===== src/rtl/t3_pkg.sv =====
// Shared definitions for the T3 byte queue front end.
package t3_pkg;

   localparam int BYTE_W = 8;

   typedef enum logic {
      COLLECT  = 1'b0,
      WAIT_ACK = 1'b1
   } coll_state_t;

endpackage


===== src/rtl/sync_edge_det.sv =====
// Brings the asynchronous bit strobe and its data bit into the clock domain
// and flags the first synchronized cycle of each strobe.
module sync_edge_det #(
   parameter int SYNC_STAGES = 2
) (
   input  logic clock_1MHz,
   input  logic rst,
   input  logic write_in,
   input  logic data_in,
   output logic bit_sync,
   output logic write_rise
);

   logic [SYNC_STAGES-1:0] wr_sync_q;
   logic [SYNC_STAGES-1:0] dat_sync_q;
   logic                   wr_prev_q;

   // Synchronizer chains plus one history flop on the strobe for edge detect.
   always_ff @(posedge clock_1MHz) begin
      if (!rst) begin
         wr_sync_q  <= '0;
         dat_sync_q <= '0;
         wr_prev_q  <= 1'b0;
      end else begin
         wr_sync_q  <= {wr_sync_q[SYNC_STAGES-2:0], write_in};
         dat_sync_q <= {dat_sync_q[SYNC_STAGES-2:0], data_in};
         wr_prev_q  <= wr_sync_q[SYNC_STAGES-1];
      end
   end

   // data_in is stable while the strobe is high, so the synced bit is valid
   // in the edge cycle.
   assign bit_sync   = dat_sync_q[SYNC_STAGES-1];
   assign write_rise = wr_sync_q[SYNC_STAGES-1] & ~wr_prev_q;

endmodule


===== src/rtl/serial_byte_collector.sv =====
// Collects MSB-first serial bits into a word and holds it for the byte queue
// until it is acknowledged.
//
//   state    | meaning
//   ---------+-----------------------------------------------------------
//   COLLECT  | shifting in bits on each strobe edge (unless queue_full)
//   WAIT_ACK | word presented on data_out with enq_out high; bits dropped
module serial_byte_collector
   import t3_pkg::*;
#(
   parameter int WIDTH       = BYTE_W,
   parameter int SYNC_STAGES = 2,
   localparam int CW         = $clog2(WIDTH + 1)
) (
   input  logic             clock_1MHz,
   input  logic             rst,
   input  logic             data_in,
   input  logic             write_in,
   input  logic             queue_full,
   input  logic             enq_ack,
   output logic             status_out,
   output logic             enq_out,
   output logic [WIDTH-1:0] data_out,
   output logic [CW-1:0]    bit_count
);

   localparam logic [CW-1:0] LAST_BIT = CW'(WIDTH - 1);

   coll_state_t      state_q, state_d;
   logic [WIDTH-1:0] shreg_q, shreg_d;
   logic [WIDTH-1:0] data_q, data_d;
   logic [CW-1:0]    cnt_q, cnt_d;
   logic             enq_q, enq_d;
   logic             bit_sync;
   logic             write_rise;

   sync_edge_det #(
      .SYNC_STAGES (SYNC_STAGES)
   ) u_sync (
      .clock_1MHz (clock_1MHz),
      .rst        (rst),
      .write_in   (write_in),
      .data_in    (data_in),
      .bit_sync   (bit_sync),
      .write_rise (write_rise)
   );

   // Held low during reset so the sender never sees a stale "ready".
   assign status_out = rst && (state_q == COLLECT) && !queue_full;

   // Next-state logic: shift on accepted edges, hand off a full word, wait for ack.
   always_comb begin
      state_d = state_q;
      shreg_d = shreg_q;
      data_d  = data_q;
      cnt_d   = cnt_q;
      enq_d   = enq_q;
      unique case (state_q)
         COLLECT: begin
            if (write_rise && status_out) begin
               shreg_d = {shreg_q[WIDTH-2:0], bit_sync};
               if (cnt_q == LAST_BIT) begin
                  data_d  = {shreg_q[WIDTH-2:0], bit_sync};
                  enq_d   = 1'b1;
                  cnt_d   = '0;
                  state_d = WAIT_ACK;
               end else begin
                  cnt_d = cnt_q + CW'(1);
               end
            end
         end
         WAIT_ACK: begin
            if (enq_ack) begin
               enq_d   = 1'b0;
               shreg_d = '0;
               state_d = COLLECT;
            end
         end
         default: state_d = COLLECT;
      endcase
   end

   // State and output registers.
   always_ff @(posedge clock_1MHz) begin
      if (!rst) begin
         state_q <= COLLECT;
         shreg_q <= '0;
         data_q  <= '0;
         cnt_q   <= '0;
         enq_q   <= 1'b0;
      end else begin
         state_q <= state_d;
         shreg_q <= shreg_d;
         data_q  <= data_d;
         cnt_q   <= cnt_d;
         enq_q   <= enq_d;
      end
   end

   assign enq_out   = enq_q;
   assign data_out  = data_q;
   assign bit_count = cnt_q;

endmodule

===== config.mk =====
export PLATFORM = sky130hd
export DESIGN_NAME = serial_byte_collector
export DESIGN_NICKNAME = d
export VERILOG_FILES = /design/src/rtl/t3_pkg.sv /design/src/rtl/sync_edge_det.sv /design/src/rtl/serial_byte_collector.sv
export SDC_FILE = /design/constraint.sdc
export NUM_CORES = 1
export LEC_CHECK = 0
export ABC_CLOCK_PERIOD_IN_PS = 3500
export CAP_MARGIN = 20
export CORE_MARGIN = 5
export CORE_UTILIZATION = 49
export DETAILED_ROUTE_END_ITERATION = 10
export DONT_BUFFER_PORTS = 1
export GPL_ROUTABILITY_DRIVEN = 0
export GPL_TIMING_DRIVEN = 0
export SLEW_MARGIN = 20
export SYNTH_ARGS = -nofsm -noshare
export SYNTH_HDL_FRONTEND = slang
export SYNTH_HIERARCHICAL = 1
export SYNTH_SLANG_ARGS = --single-unit
export TNS_END_PERCENT = 1

===== constraint.sdc =====
create_clock -name clock_1MHz -period 3.5 [get_ports clock_1MHz]
set_input_delay 0.525 -clock clock_1MHz [delete_from_list [all_inputs] [get_ports clock_1MHz]]
set_output_delay 0.525 -clock clock_1MHz [all_outputs]
set_load 0.02 [all_outputs]

# ---- Yosys cells after proc, flatten, opt, wreduce, memory -nomap -nowiden
# Index checks and enable logic that the tools add are counted.
# Widths: inputs -> output; s select.
dict set report totals {
  in_bits 6
  ff_bits 26
  wordCells 36
  out_inout_bits 14
}
dict set report classes {
  bitwise 3
  muxes 12
  reduce_logical 8
  eq_ne 4
  add_sub_neg 1
}
# cell n
set ops {}
lappend ops {{$mux 7} 2}
lappend ops {{$pmux 7 s2} 1}
lappend ops {{$mux 1} 6}
lappend ops {{$reduce_and 3->1} 2}
lappend ops {{$add 4x1->4 const B} 1}
lappend ops {{$eq 4x3->1 const B} 1}
lappend ops {{$mux 4} 1}
lappend ops {{$ne 2x1->1 const B} 2}
lappend ops {{$pmux 1 s2} 2}
lappend ops {{$reduce_and 2->1} 2}
lappend ops {{$logic_and 1x1->1} 3}
lappend ops {{$ne 2x2->1 const B} 1}
lappend ops {{$not 1->1} 2}
lappend ops {{$and 1x1->1} 1}
lappend ops {{$logic_not 1->1} 1}

# ---- Logic depth before layout (Yosys ltp)
dict set report depth {
  word_depth 6
  mapped_depth 6
  depth_no_buf 4
}

# ---- By module
# The synthesis kept the hierarchy.
# mod area_per_inst_um2 seq_area_each_um2 n_inst cells_each
set modules_own_cells {}
lappend modules_own_cells {serial_byte_collector 858.3 420.4 1 96}
lappend modules_own_cells {sync_edge_det 137.6 100.1 1 11}

# ---- Worst setup path before layout
# Ideal clock, no wire load.
dict set report synth_path {
  kind {input to output}
  from {input port rst}
  to {output port status_out}
  required_time_ps 2975
  slack_ps 1653
  stages 2
  arrival_ps 1322
  n_path_buf 1
  cell_sequence {clkbuf_1 > nor3b_1}
}
dict set report synth_between {
  elab_chain_cells 2
}
# item line
set synth_lines {}
lappend synth_lines {{start: declaration} serial_byte_collector.sv:16} ;# input logic rst,
lappend synth_lines {{$logic_and 1x1->1 (2 in a row)} serial_byte_collector.sv:49} ;# assign status_out = rst && (state_q == COLLECT) && !queue_full;
lappend synth_lines {{end: declaration} serial_byte_collector.sv:21} ;# output logic status_out,
# No other way between the ends.

# ---- Final worst setup path
# Ends and elaborated chain as after synthesis.

==> out/summary.txt <==
Status: finished clean
DRT met1 WL: 856 um
Min-delay worst type: in -> reg
Seq/Total Area, Yosys: 52.3%
CP Data Required Time: 2.97 ns
I/O pin count: 20
Synthesized area: 996 um^2
Clk_skew: 0.00291 ns
Met2 WL: 833 um
DRT Pass-1 Iters: 4
Maximum clock path buffer count: 2
RSZ-0062 raised after global routing: no
Post_cts resized: 0
Core Rows: 16
DIE AREA: 0.00303 mm^2
Max cap viols: 0
CP Max Fanout: 12
Routed Antenna Nets: 0
Initial Util: 51.3%
First-pass GRT wire length: 3250 um
Critical path capture point type: primary output
CTS Root Cell: clkbuf_4
VDD IR max: 0.000272 V
Via count: 738
Crit path launch type: primary input
Final-layout fill cell count: 190
Die Wd: 55.1 um
Drt total wl: 1830 um
Grt total ovfl: 0
Vias per cell: 5.39
Share of cells above drive strength 1: 8.18%
Initial DRC Count: 13
Pins Over Slew Limit: 0
P_int: 0.000344 W
Avg Inst Size Synth: 9.31 um^2
Sw frac: 20.3%
Synth area leader: dfxtp_1
Pleak: 0.382 nW
Hold buffers post-CTS: 0
Power share of the clock group: 27.6%
# diodes: 0
Clk sink count: 26
Number of global-route vias before repair: 753
Post-synth top area share: 52.3%
Sum of negative setup slack: 0 ns
H-Tree Depth: 1
Overall routing resource usage: 14.9%
IO Port Bufs: 0
Post-Synthesis Cells: 107
Synth Warn #: 6
Worst-margin pin slew: 0.680 ns
DRC: 0
Comb pwr share: 2.7%
CP Class: in -> out
Final period util: 57.4%
Max stage delay cell, worst path: nor3b_1
Worst path cell trace: clkbuf_1 > nor3b_1
Die Y: 55.1 um
Post-DP HPWL: 1280 um
Flop2flop setup slack: 1.79 ns
CTS buffer count: 3
Post-CTS Repair Setup Buffers: 0
Final setup vio count: 0
Sequential share of power: 69.7%
Power per cell area: 410 mW/mm^2
Crit path max-delay family: simple AND/OR/NAND/NOR gates
CP max stage delay: 0.63 ns
Final #Nets: 119
Synth top area cells: dfxtp_1, nand2_1, nand3_1
Worst hold margin: 0.330 ns
Top sig layer: met4
Total Power: 0.000432 W
Post-synth net total: 114
Buffers & Inverters on Critical Path: 1
Rel. slew slack: 54.6%
Minimum clock period: 2.01 ns
Clock latency on the worst-skew pair: 0.30 ns
Achievable frequency: 498 MHz
Clk pin slew, worst setup/hold paths: 0.12 ns
WP data arrival: 1.48 ns
TritonCTS clock tree: built
FF+latch count, synth: 26
DR WL met3: 105 um
Core ar.: 0.00194 mm^2
Sw Pwr: 0.0000878 W
Final Cell Area: 0.00105 mm^2
Final Hold Fails: 0
Pin count of the biggest net entering global routing: 14
Area Growth Syn to Fin: 5.65%
Yosys cell types: 24
Initial antenna violation count: 0
DR WL/cell: 13.4 um
Cell Area, Placed: 0.00103 mm^2
synth_stat cells:
| library cell | n |
|---|---|
| clkbuf_1 | 3 |
| o21ai_0 | 3 |
| nand3_1 | 15 |
| mux2i_1 | 3 |
| and2_1 | 5 |
| ha_1 | 1 |
| and3b_1 | 1 |
| nor3b_1 | 1 |
| a21boi_0 | 8 |
| nor2b_1 | 3 |
| and2_4 | 1 |
| or2_2 | 1 |
| buf_2 | 1 |
| o21a_1 | 1 |
| nand4bb_1 | 1 |
| buf_6 | 2 |
| nand4_1 | 1 |
| buf_4 | 1 |
| o31ai_1 | 1 |
| o21ai_1 | 4 |
| dfxtp_1 | 26 |
| nand2_1 | 22 |
| a22oi_1 | 1 |
| and4bb_1 | 1 |
kinds of logic after synthesis:
group | count (synthesis) | synth area share [%]
adder cells (fa/ha/maj) | 1 | 1.26
multiplexers | 3 | 3.02
flip-flops | 26 | 52.3
buffers and inverters | 7 | 4.65
AND/OR/NAND/NOR | 52 | 27.0
AO/OA/AOI/OAI | 18 | 11.8
cell usage in the layout (no fill, tap or decap):
master,netlist,layout
nand4_1,1,1
or2_2,1,1
nor2b_1,3,3
nand2_1,22,22
o21ai_1,4,4
a21boi_0,8,8
o21ai_0,3,3
and4bb_1,1,1
nor3b_1,1,1
o31ai_1,1,1
clkbuf_1,3,3
dfxtp_1,26,26
nand4bb_1,1,1
mux2i_1,3,3
clkbuf_4,0,3
and3b_1,1,1
and2_1,5,5
buf_6,2,2
a22oi_1,1,1
buf_4,1,1
ha_1,1,1
and2_4,1,1
o21a_1,1,1
nand3_1,15,15
buf_2,1,1
registers in the layout (all words and copies together) (netlist names):
signal,flops
bit_count,4
data_out,8
enq_out,1
shreg_q,7
state_q,1
u_sync/dat_sync_q,2
u_sync/wr_prev_q,1
u_sync/wr_sync_q,2
per-layer routing:
metal	up-vias	GRT usage, %
met5	-	0
met4	0	7.69
met3	4	4.29
met2	15	23.6
met1	349	18.2
li1	370	-
stage by stage:
stage | instances | setup slack (ns) | utilization, %
floorplan | 107 | 1.65 | -
global route | 137 | 1.42 | 54.2
finish | 137 | 1.49 | 54.2
CTS | 137 | 1.46 | 54.2
global placement | 134 | 1.46 | 53.0
detailed placement | 134 | 1.46 | 53.0
worst paths after layout:
check / startpoint / endpoint / cells past startpoint
max: rst / status_out / 2
max reg2reg: bit_count[0]$_SDFFE_PN0P_ / data_out[5]$_SDFFE_PN0P_ / 6
min reg2reg: u_sync/dat_sync_q[0]$_SDFF_PN0_ / u_sync/dat_sync_q[1]$_SDFF_PN0_ / 1
min: data_in / u_sync/dat_sync_q[0]$_SDFF_PN0_ / 1
worst reg2reg max path, cell delays in order (launching register included):
cell and delay, ns:
dfxtp_1 0.55, ha_1 0.25, and3b_1 0.16, buf_2 0.22, and2_4 0.18, buf_6 0.13, mux2i_1 0.18
area by class of cell:
| type | instances | area (um^2) | area share, % |
|---|---|---|---|
| multi-input combinational | 74 | 429 | 40.8 |
| tap | 27 | 33.8 | 3.21 |
| buffer | 7 | 46.3 | 4.40 |
| sequential | 26 | 520 | 49.5 |
| clock buffer | 3 | 22.5 | 2.14 |
power groups by stage:
stage          combinational, W  sequential [W]  clock (W)
2_1_floorplan        0.00000954        0.000307          0
3_3_place_gp          0.0000119        0.000307          0
3_5_place_dp          0.0000118        0.000307          0
4_1_cts               0.0000119        0.000301   0.000128
5_1_grt               0.0000129        0.000301   0.000135
6_report              0.0000117        0.000301   0.000119
No activity file was read; power rests on OpenSTA's default activity.
